### src/rtl/fixed_point_widening_stage.sv
// Qm.n -> wide accumulator format expander, 2-stage valid/ready pipeline.
// Optional saturation event counter: define WIDEN_SAT_COUNT_EN.
module fixed_point_widening_stage #(
    parameter int IN_WIDTH   = 16,
    parameter int IN_FRAC    = 15,
    parameter int ACC_WIDTH  = 42,
    parameter int ACC_FRAC   = 32,
    parameter int GAIN_SHIFT = 0,
    parameter int CNT_WIDTH  = 16
) (
    input  logic                 clk,
    input  logic                 rst_n,
    input  logic                 clear,
    input  logic [IN_WIDTH-1:0]  data_in,
    input  logic                 valid_in,
    output logic                 ready_out,
    output logic [ACC_WIDTH-1:0] data_out,
    output logic                 valid_out,
    input  logic                 ready_in,
    output logic                 overflow,
    output logic                 underflow,
    output logic                 sat_sticky,
    output logic [CNT_WIDTH-1:0] sat_count
);

    localparam int FRAC_DIFF = ACC_FRAC - IN_FRAC;
    localparam int SH        = FRAC_DIFF + GAIN_SHIFT;
    localparam int EXT_W     = IN_WIDTH + SH;

    localparam logic [ACC_WIDTH-1:0] ACC_MAX = {1'b0, {(ACC_WIDTH-1){1'b1}}};
    localparam logic [ACC_WIDTH-1:0] ACC_MIN = {1'b1, {(ACC_WIDTH-1){1'b0}}};

    if (ACC_FRAC < IN_FRAC) begin : g_chk_frac
        $error("ACC_FRAC must be >= IN_FRAC");
    end
    if (GAIN_SHIFT < 0 || GAIN_SHIFT > ACC_WIDTH - 1) begin : g_chk_gain
        $error("GAIN_SHIFT out of range 0..ACC_WIDTH-1");
    end

    logic                 r_s1_valid;
    logic [IN_WIDTH-1:0]  r_s1_data;
    logic                 r_s2_valid;
    logic [ACC_WIDTH-1:0] r_data_out;
    logic                 r_ovf;
    logic                 r_unf;
    logic                 r_sticky;

    logic                 w_adv1;
    logic                 w_adv2;
    logic                 w_flush;
    logic                 w_load_clip;
    logic signed [EXT_W-1:0] w_ext;
    logic [ACC_WIDTH-1:0] w_res;
    logic                 w_ovf;
    logic                 w_unf;

    assign w_adv2    = !r_s2_valid || ready_in;
    assign w_adv1    = !r_s1_valid || w_adv2;
    assign w_flush   = !rst_n || clear;
    assign ready_out = w_adv1;

    // Exact product: sign-extend to full width, then shift in zero LSBs.
    assign w_ext = EXT_W'(signed'(r_s1_data)) <<< SH;

    if (EXT_W > ACC_WIDTH) begin : g_clip
        logic [EXT_W-ACC_WIDTH:0] w_hi;
        assign w_hi  = w_ext[EXT_W-1:ACC_WIDTH-1];
        assign w_ovf = ~w_ext[EXT_W-1] & (|w_hi);
        assign w_unf = w_ext[EXT_W-1] & ~(&w_hi);
        assign w_res = w_ovf ? ACC_MAX :
                       w_unf ? ACC_MIN : w_ext[ACC_WIDTH-1:0];
    end else begin : g_noclip
        assign w_ovf = 1'b0;
        assign w_unf = 1'b0;
        assign w_res = ACC_WIDTH'(w_ext);
    end

    assign w_load_clip = w_adv2 && r_s1_valid && (w_ovf || w_unf);

    always_ff @(posedge clk) begin
        if (w_flush) begin
            r_s1_valid <= 1'b0;
        end else if (w_adv1) begin
            r_s1_valid <= valid_in;
        end
    end

    always_ff @(posedge clk) begin
        if (w_adv1 && valid_in) begin
            r_s1_data <= data_in;
        end
    end

    always_ff @(posedge clk) begin
        if (w_flush) begin
            r_s2_valid <= 1'b0;
            r_data_out <= '0;
            r_ovf      <= 1'b0;
            r_unf      <= 1'b0;
        end else if (w_adv2) begin
            r_s2_valid <= r_s1_valid;
            r_data_out <= r_s1_valid ? w_res : '0;
            r_ovf      <= r_s1_valid && w_ovf;
            r_unf      <= r_s1_valid && w_unf;
        end
    end

    always_ff @(posedge clk) begin
        if (w_flush) begin
            r_sticky <= 1'b0;
        end else if (w_load_clip) begin
            r_sticky <= 1'b1;
        end
    end

`ifdef WIDEN_SAT_COUNT_EN
    logic [CNT_WIDTH-1:0] r_sat_count;

    always_ff @(posedge clk) begin
        if (w_flush) begin
            r_sat_count <= '0;
        end else if (w_load_clip && r_sat_count != '1) begin
            r_sat_count <= r_sat_count + 1'b1;
        end
    end

    assign sat_count = r_sat_count;
`else
    assign sat_count = '0;
`endif

    assign data_out   = r_data_out;
    assign valid_out  = r_s2_valid;
    assign overflow   = r_ovf;
    assign underflow  = r_unf;
    assign sat_sticky = r_sticky;

endmodule

### config.mk
export PLATFORM = sky130hd
export DESIGN_NAME = fixed_point_widening_stage
export DESIGN_NICKNAME = d
export VERILOG_FILES = /design/src/rtl/fixed_point_widening_stage.sv
export SDC_FILE = /design/constraint.sdc
export NUM_CORES = 1
export LEC_CHECK = 0
export ABC_AREA = 1
export BUFFER_PORTS_ARGS = -buffer_cell sky130_fd_sc_hd__buf_4
export CAP_MARGIN = 40
export CORE_MARGIN = 2
export CORE_UTILIZATION = 49
export CTS_CLUSTER_SIZE = 30
export DETAILED_ROUTE_END_ITERATION = 16
export GPL_TIMING_DRIVEN = 0
export HOLD_SLACK_MARGIN = 0.08
export PLACE_DENSITY_LB_ADDON = 0.25
export SYNTH_ARGS = -nofsm -noshare
export SYNTH_HDL_FRONTEND = slang
export SYNTH_SLANG_ARGS = --single-unit
### constraint.sdc
create_clock -name clk -period 4.15 [get_ports clk]
set_input_delay 0.415 -clock clk [delete_from_list [all_inputs] [get_ports clk]]
set_output_delay 0.415 -clock clk [all_outputs]
set_load 0.05 [all_outputs]
==> results of run 1 <==
[state kept, by name, indices dropped and copies added (netlist names)]
signal      count
r_s1_valid      1
data_out       16
valid_out       1
r_s1_data      16
[synth_stat cells (3+ instances only)]
cell	n	area [um^2]
buf_4	47	353
nand2_1	24	90.1
inv_1	20	75.1
dfxtp_1	18	360
edfxtp_1	16	480
nand3_1	16	80.1
a21oi_2	10	87.6
nand2_2	10	62.6
a21oi_1	8	40.0
buf_6	3	33.8
[cell families (layout without fill, tap and decap cells)]
| logic type | after synthesis | after routing | synth area share [%] |
|---|---|---|---|
| buffers and inverters | 73 | 128 | 28.9 |
| and+or+nand+nor | 52 | 52 | 15.1 |
| DFF | 34 | 34 | 48.4 |
| AOI/OAI and AO/OA | 18 | 18 | 7.34 |
| other | 1 | 36 | 0.216 |
[metrics by stage]
step                power (mW)  setup slack, ns  hold WS, ns  std cells
finish                   0.682             2.51        0.274        314
global route             0.718             2.42        0.241        314
CTS                      0.689             2.48        0.259        314
detailed placement       0.528             2.63        0.475        306
global placement         0.526             2.65        0.470        306
floorplan                0.504             2.36        0.514        213
[cells in the final DEF (no fill, tap or decap)]
master    synthesis  final
clkbuf_4          0      5
edfxtp_1         16     16
nand2_8           1      1
inv_1            20     20
inv_4             1      1
buf_6             3      3
conb_1            1     36
nand2_1          24     24
nand2_2          10     10
dfxtp_1          18     18
a21oi_2          10     10
clkinv_2          0      2
buf_8             1      1
nand3_1          16     16
buf_4            47     94
a21oi_1           8      8
nand3_2           1      1
buf_12            1      1
clkbuf_1          0      1
[power by group]
group	internal, mW	switching, mW	leakage [nW]
clock	0.0645	0.0972	0.0320
sequential	0.363	0.00336	0.302
combinational	0.0478	0.107	0.882
[path summary, 6_finish.rpt]
check,to,slack [ns],cells after the start
setup / recovery,ready_out,2.51,4
hold / removal,r_s1_data[2],0.27,1
setup reg to reg,r_s1_data[7],2.65,5
hold reg to reg,data_out[18],0.49,2
[layout make-up]
cell class | count | area share, %
Timing Repair Buffer | 47 | 15.1
Sequential cell | 34 | 36.1
Clock buffer | 6 | 1.77
Inverter | 21 | 3.49
Clock inverter | 2 | 0.429
Multi-Input combinational cell | 106 | 22.5
Buffer | 52 | 18.1
Tap cell | 46 | 2.47
[routing by layer]
layer	global-route usage [%]	routed length, um	vias up
li1	-	-	653
met1	16.1	1020	460
met2	22.1	1240	57
met3	5.18	271	4
met4	4.89	36	0
met5	0	0	-
[worst max-delay path: cells and delay by family (launching register included)]
kind	cells	cell delay (ns)
buffers and inverters	3	0.50
flip-flops	1	0.32
AND/OR/NAND/NOR	1	0.10
==> results.ini, run 1 <==
[outcome]
status=finished, final reports clean

[clocking]
clock_latency_ns=0.31
cts_resized=0
cts-root-buf=clkbuf_4
cts_hold_buf=0
post_cts_buffers=0
cts_buffer_depth=2
cts_buffers=5
htree_levels=2
clock-sinks=34
path_clk_slew_ns=0.09
cts_tree=yes

[global_route]
first_global_vias=987
grt_usage_pct=13.5
grt_max_degree=17
grt_pass1_wl_um=4330
overflow=0
antenna_found_initial=0

[synth]
avgSynthCellArea_um2=9.76
netlist_area_um2=1740
ys_ff_latch=34
synthCells=178
async_flop_share_pct=0
ys.flop_type=dfxtp_1
synth_seq_area_share_pct=48.4
yosys_warnings=0
netlist-cell-type-count=16
synth_edf_count=16

[power_and_ir_drop]
vdd_drop_max_mv=0.295
power.density_nw_per_um2=293
leakage_nw=1.22

[sta]
slew_headroom_pct=64.3
period_share_pct=39.5
fmax_mhz=609
fin_tns_setup_ns=0
slew_violations=0
worst_pin_slew_ns=0.534
hold_violations=0
setup_viol=0
min_period_ns=1.64
clock_skew_ns=0.00689
grt_setup_unrepaired=no

[worst_hold_path]
hp-class=primary input to flop
hp-start=data_in[2]

[drt]
wl_per_cell_um=8.17
dr.pass1.iters=4
drtAntennaViolNets=0
drc_errors=0
avgViaCountPerCell=3.74
first_iter_violations=19
vias=1174
routed_wl_um=2570

[place]
port_buffers=47
gp_congestion=0.734
place_hpwl_um=2080
post_dp_cell_area_um2=2280

[critical_path]
path_max_fanout=10
worstPathCellList=buf_4 -> buf_6 -> nand3_2 -> buf_4
slowest_delay_ns=0.32
start_kind=flop
worstPathRequired_ns=3.73
setup.worst_path.end_class=output port
crit_top_cell=buf_4
crit_path_top_delay_cell=dfxtp_1
critPathKind=flop to output port
startpoint=r_s1_valid
crit-reg2reg-launch=r_s1_valid
cp.arrival_ns=1.23

[floorplanning]
pin_count=84
fp.dieArea_um2=4040
start_util_pct=51.7
die_w_um=63.6
rows=21
die_height_um=63.6
core_um2=3360

[layout]
nNetsFinal=288
drive_above_1_share_pct=48.1
num-fill-cells=281
syn2layout_area_growth_pct=34.1
utilization_pct=69.3
seq_area_um2=841
multi_input_area_um2=526
design_area_um2=2330
n_antenna_cell=0

[flow_run]
cap_violations=0

(Power assumes the default switching activity.)
==> run 2: changes to the inputs <==
ABC_AREA = 0   (was 1)
CORE_UTILIZATION = 40   (was 49)
clock period = 1.5 ns   (was 4.15 ns; I/O delays follow)
==> results.ini, run 2 <==
[floorplanning]
fp.dieArea_um2=4570
start_util_pct=41.0
die_height_um=67.6
core_um2=3940
die_w_um=67.6
rows=23
pin_count=84

[place]
dp_cells=277
place_hpwl_um=2180
port_buffers=47
gp_congestion=0.659
post_dp_cell_area_um2=2170

[critical_path]
cp.arrival_ns=1.16
crit-reg2reg-launch=valid_out
start_kind=flop
worstPathRequired_ns=1.35
critPathKind=flop to output port
setup.worst_path.end_class=output port
r2r_slack_ns=0.25
reg2reg_to=r_s1_data[12]
rr_worst_depth=4
path_max_fanout=11

[layout]
finalNonFillerCells=301
final_cell_mix=95 x buf_4, 36 x conb_1, 17 x dfxtp_1
syn2layout_area_growth_pct=50.0
num-fill-cells=350
n_antenna_cell=0
nNetsFinal=271
seq_area_um2=842
multi_input_area_um2=499
final_common_cell=buf_4
drive_above_1_share_pct=51.4
design_area_um2=2420

[power_and_ir_drop]
leakage_nw=1.13
seq_power_share_pct=47.9
netSwitchingPower_uw=602
p_int_mw=1.52
vdd_drop_max_mv=0.742
power.density_nw_per_um2=875
power_frac_comb_pct=20.9
swShare_pct=28.4
p_total_mw=2.12
pwr-share-clk_pct=31.2

[drt]
wl_per_cell_um=9.55
routed_wl_um=2880
drtAntennaViolNets=0
dr.pass1.iters=4
first_iter_violations=8
avgViaCountPerCell=3.77
drc_errors=0
vias=1134

[synth]
netlist_area_um2=1620
yosys-top-cells-area=edfxtp_1 30%, dfxtp_1 22%, buf_4 22%
yosys_warnings=0
ys_ff_latch=34
synth_seq_area_share_pct=52.0
netlist-cell-type-count=16
synth_area_leader_cell=edfxtp_1
ys_top_cells_by_count=48 x buf_4, 18 x dfxtp_1, 17 x nand2_1, 16 x edfxtp_1
ys.flop_type=dfxtp_1
async_flop_share_pct=0
synth_edf_count=16
yosysMostFrequentCell=buf_4
avgSynthCellArea_um2=11.1
synthCells=145
synth_top_area_share_pct=29.7

[clocking]
clock_latency_ns=0.28
cts_buffers=5
path_clk_slew_ns=0.06
cts-root-buf=clkbuf_8
htree_levels=2
cts_buffer_depth=2
cts_tree=yes
clock-sinks=34

[global_route]
grt_pass1_wl_um=4180
antenna_found_initial=0
first_global_vias=951
grt_max_degree=17
overflow=0
grt_usage_pct=12.6

[flow_run]
cap_violations=0

[worst_hold_path]
hold_end=r_s1_valid
hp-class=primary input to flop
hp-start=valid_in
min_path_cells=3

[sta]
clock_skew_ns=0.00380
grt_setup_unrepaired=no
setup_viol=0
min_period_ns=1.31
period_share_pct=87.0
hold_violations=0
slew_violations=0
fin_tns_setup_ns=0
fmax_mhz=766

[outcome]
status=finished, final reports clean

==> run 2: cell count changes after synthesis, moves of 2 or more <==
cell      change
nand2b_1      +2
nand3_2       +9
nand2_2      -10
nand2_1       -7
nand3_1      -10
inv_1        -20
nor2_1        +3
==> run 2: critical path, cell delays in order, from the launching register on <==
cell and delay [ns]:
dfxtp_1 0.52, buf_4 0.17, buf_4 0.18
==> run 2: worst max-delay path by stage <==
stage                 startpoint            to  cells past startpoint  slack (ns)
finish              data_out[40]  data_out[37]                      2        0.19
global route        data_out[40]  data_out[34]                      2        0.14
CTS                    valid_out     ready_out                      4        0.19
detailed placement     valid_out  r_s1_data[4]                      4        0.25
global placement       valid_out  r_s1_data[7]                      4        0.24
floorplan              valid_out  r_s1_data[0]                      4        0.04
==> run 2: cell families (layout without fill, tap and decap cells) <==
group | after synthesis | count (layout) | synth area share (%)
AO/OA/AOI/OAI | 17 | 17 | 7.58
buffers and inverters | 53 | 124 | 25.9
flip-flops | 34 | 34 | 52.0
other | 1 | 36 | 0.232
AND/OR/NAND/NOR | 40 | 40 | 14.3
==> run 2: power by group through the flow <==
stage | registers, mW | logic, mW | clock network (mW)
2_1_floorplan | 1.05 | 0.328 | 0
3_3_place_gp | 1.04 | 0.406 | 0
3_5_place_dp | 1.04 | 0.406 | 0
4_1_cts | 1.02 | 0.439 | 0.675
5_1_grt | 1.02 | 0.468 | 0.720
6_report | 1.02 | 0.443 | 0.662
==> run 2: layer usage <==
layer  share of wire [%]  GRT usage (%)  wire (um)
met3                  12           4.50        336
met5                   0              0          0
met2                  43           19.4       1240
met4                 1.6           8.42         46
met1                  43           14.8       1250
==> run 2: metrics by stage <==
stage	hold slack, ns	worst slack (ns)	util, %
after detailed placement	0.329	0.246	55.2
final	0.0862	0.195	61.5
after CTS	0.0864	0.186	61.5
after global routing	0.103	0.136	61.5
after global placement	0.330	0.243	55.2
after floorplan	0.249	0.0441	-
==> run 2: what timing repair did <==
action                                 in CTS  in global routing
setup buffers                               0                  0
endpoints found under the hold margin      16                  0
gates resized for setup                     0                  0
hold buffers                               16                  0
==> run 2: area by class of cell <==
type                       instances  area share (%)
buffer                            53            17.2
clock buffer                       6            3.41
clock inverter                     2           0.310
multi-input combinational         93            20.6
sequential                        34            34.7
tap                               50            2.58
timing repair buffer              63            21.2
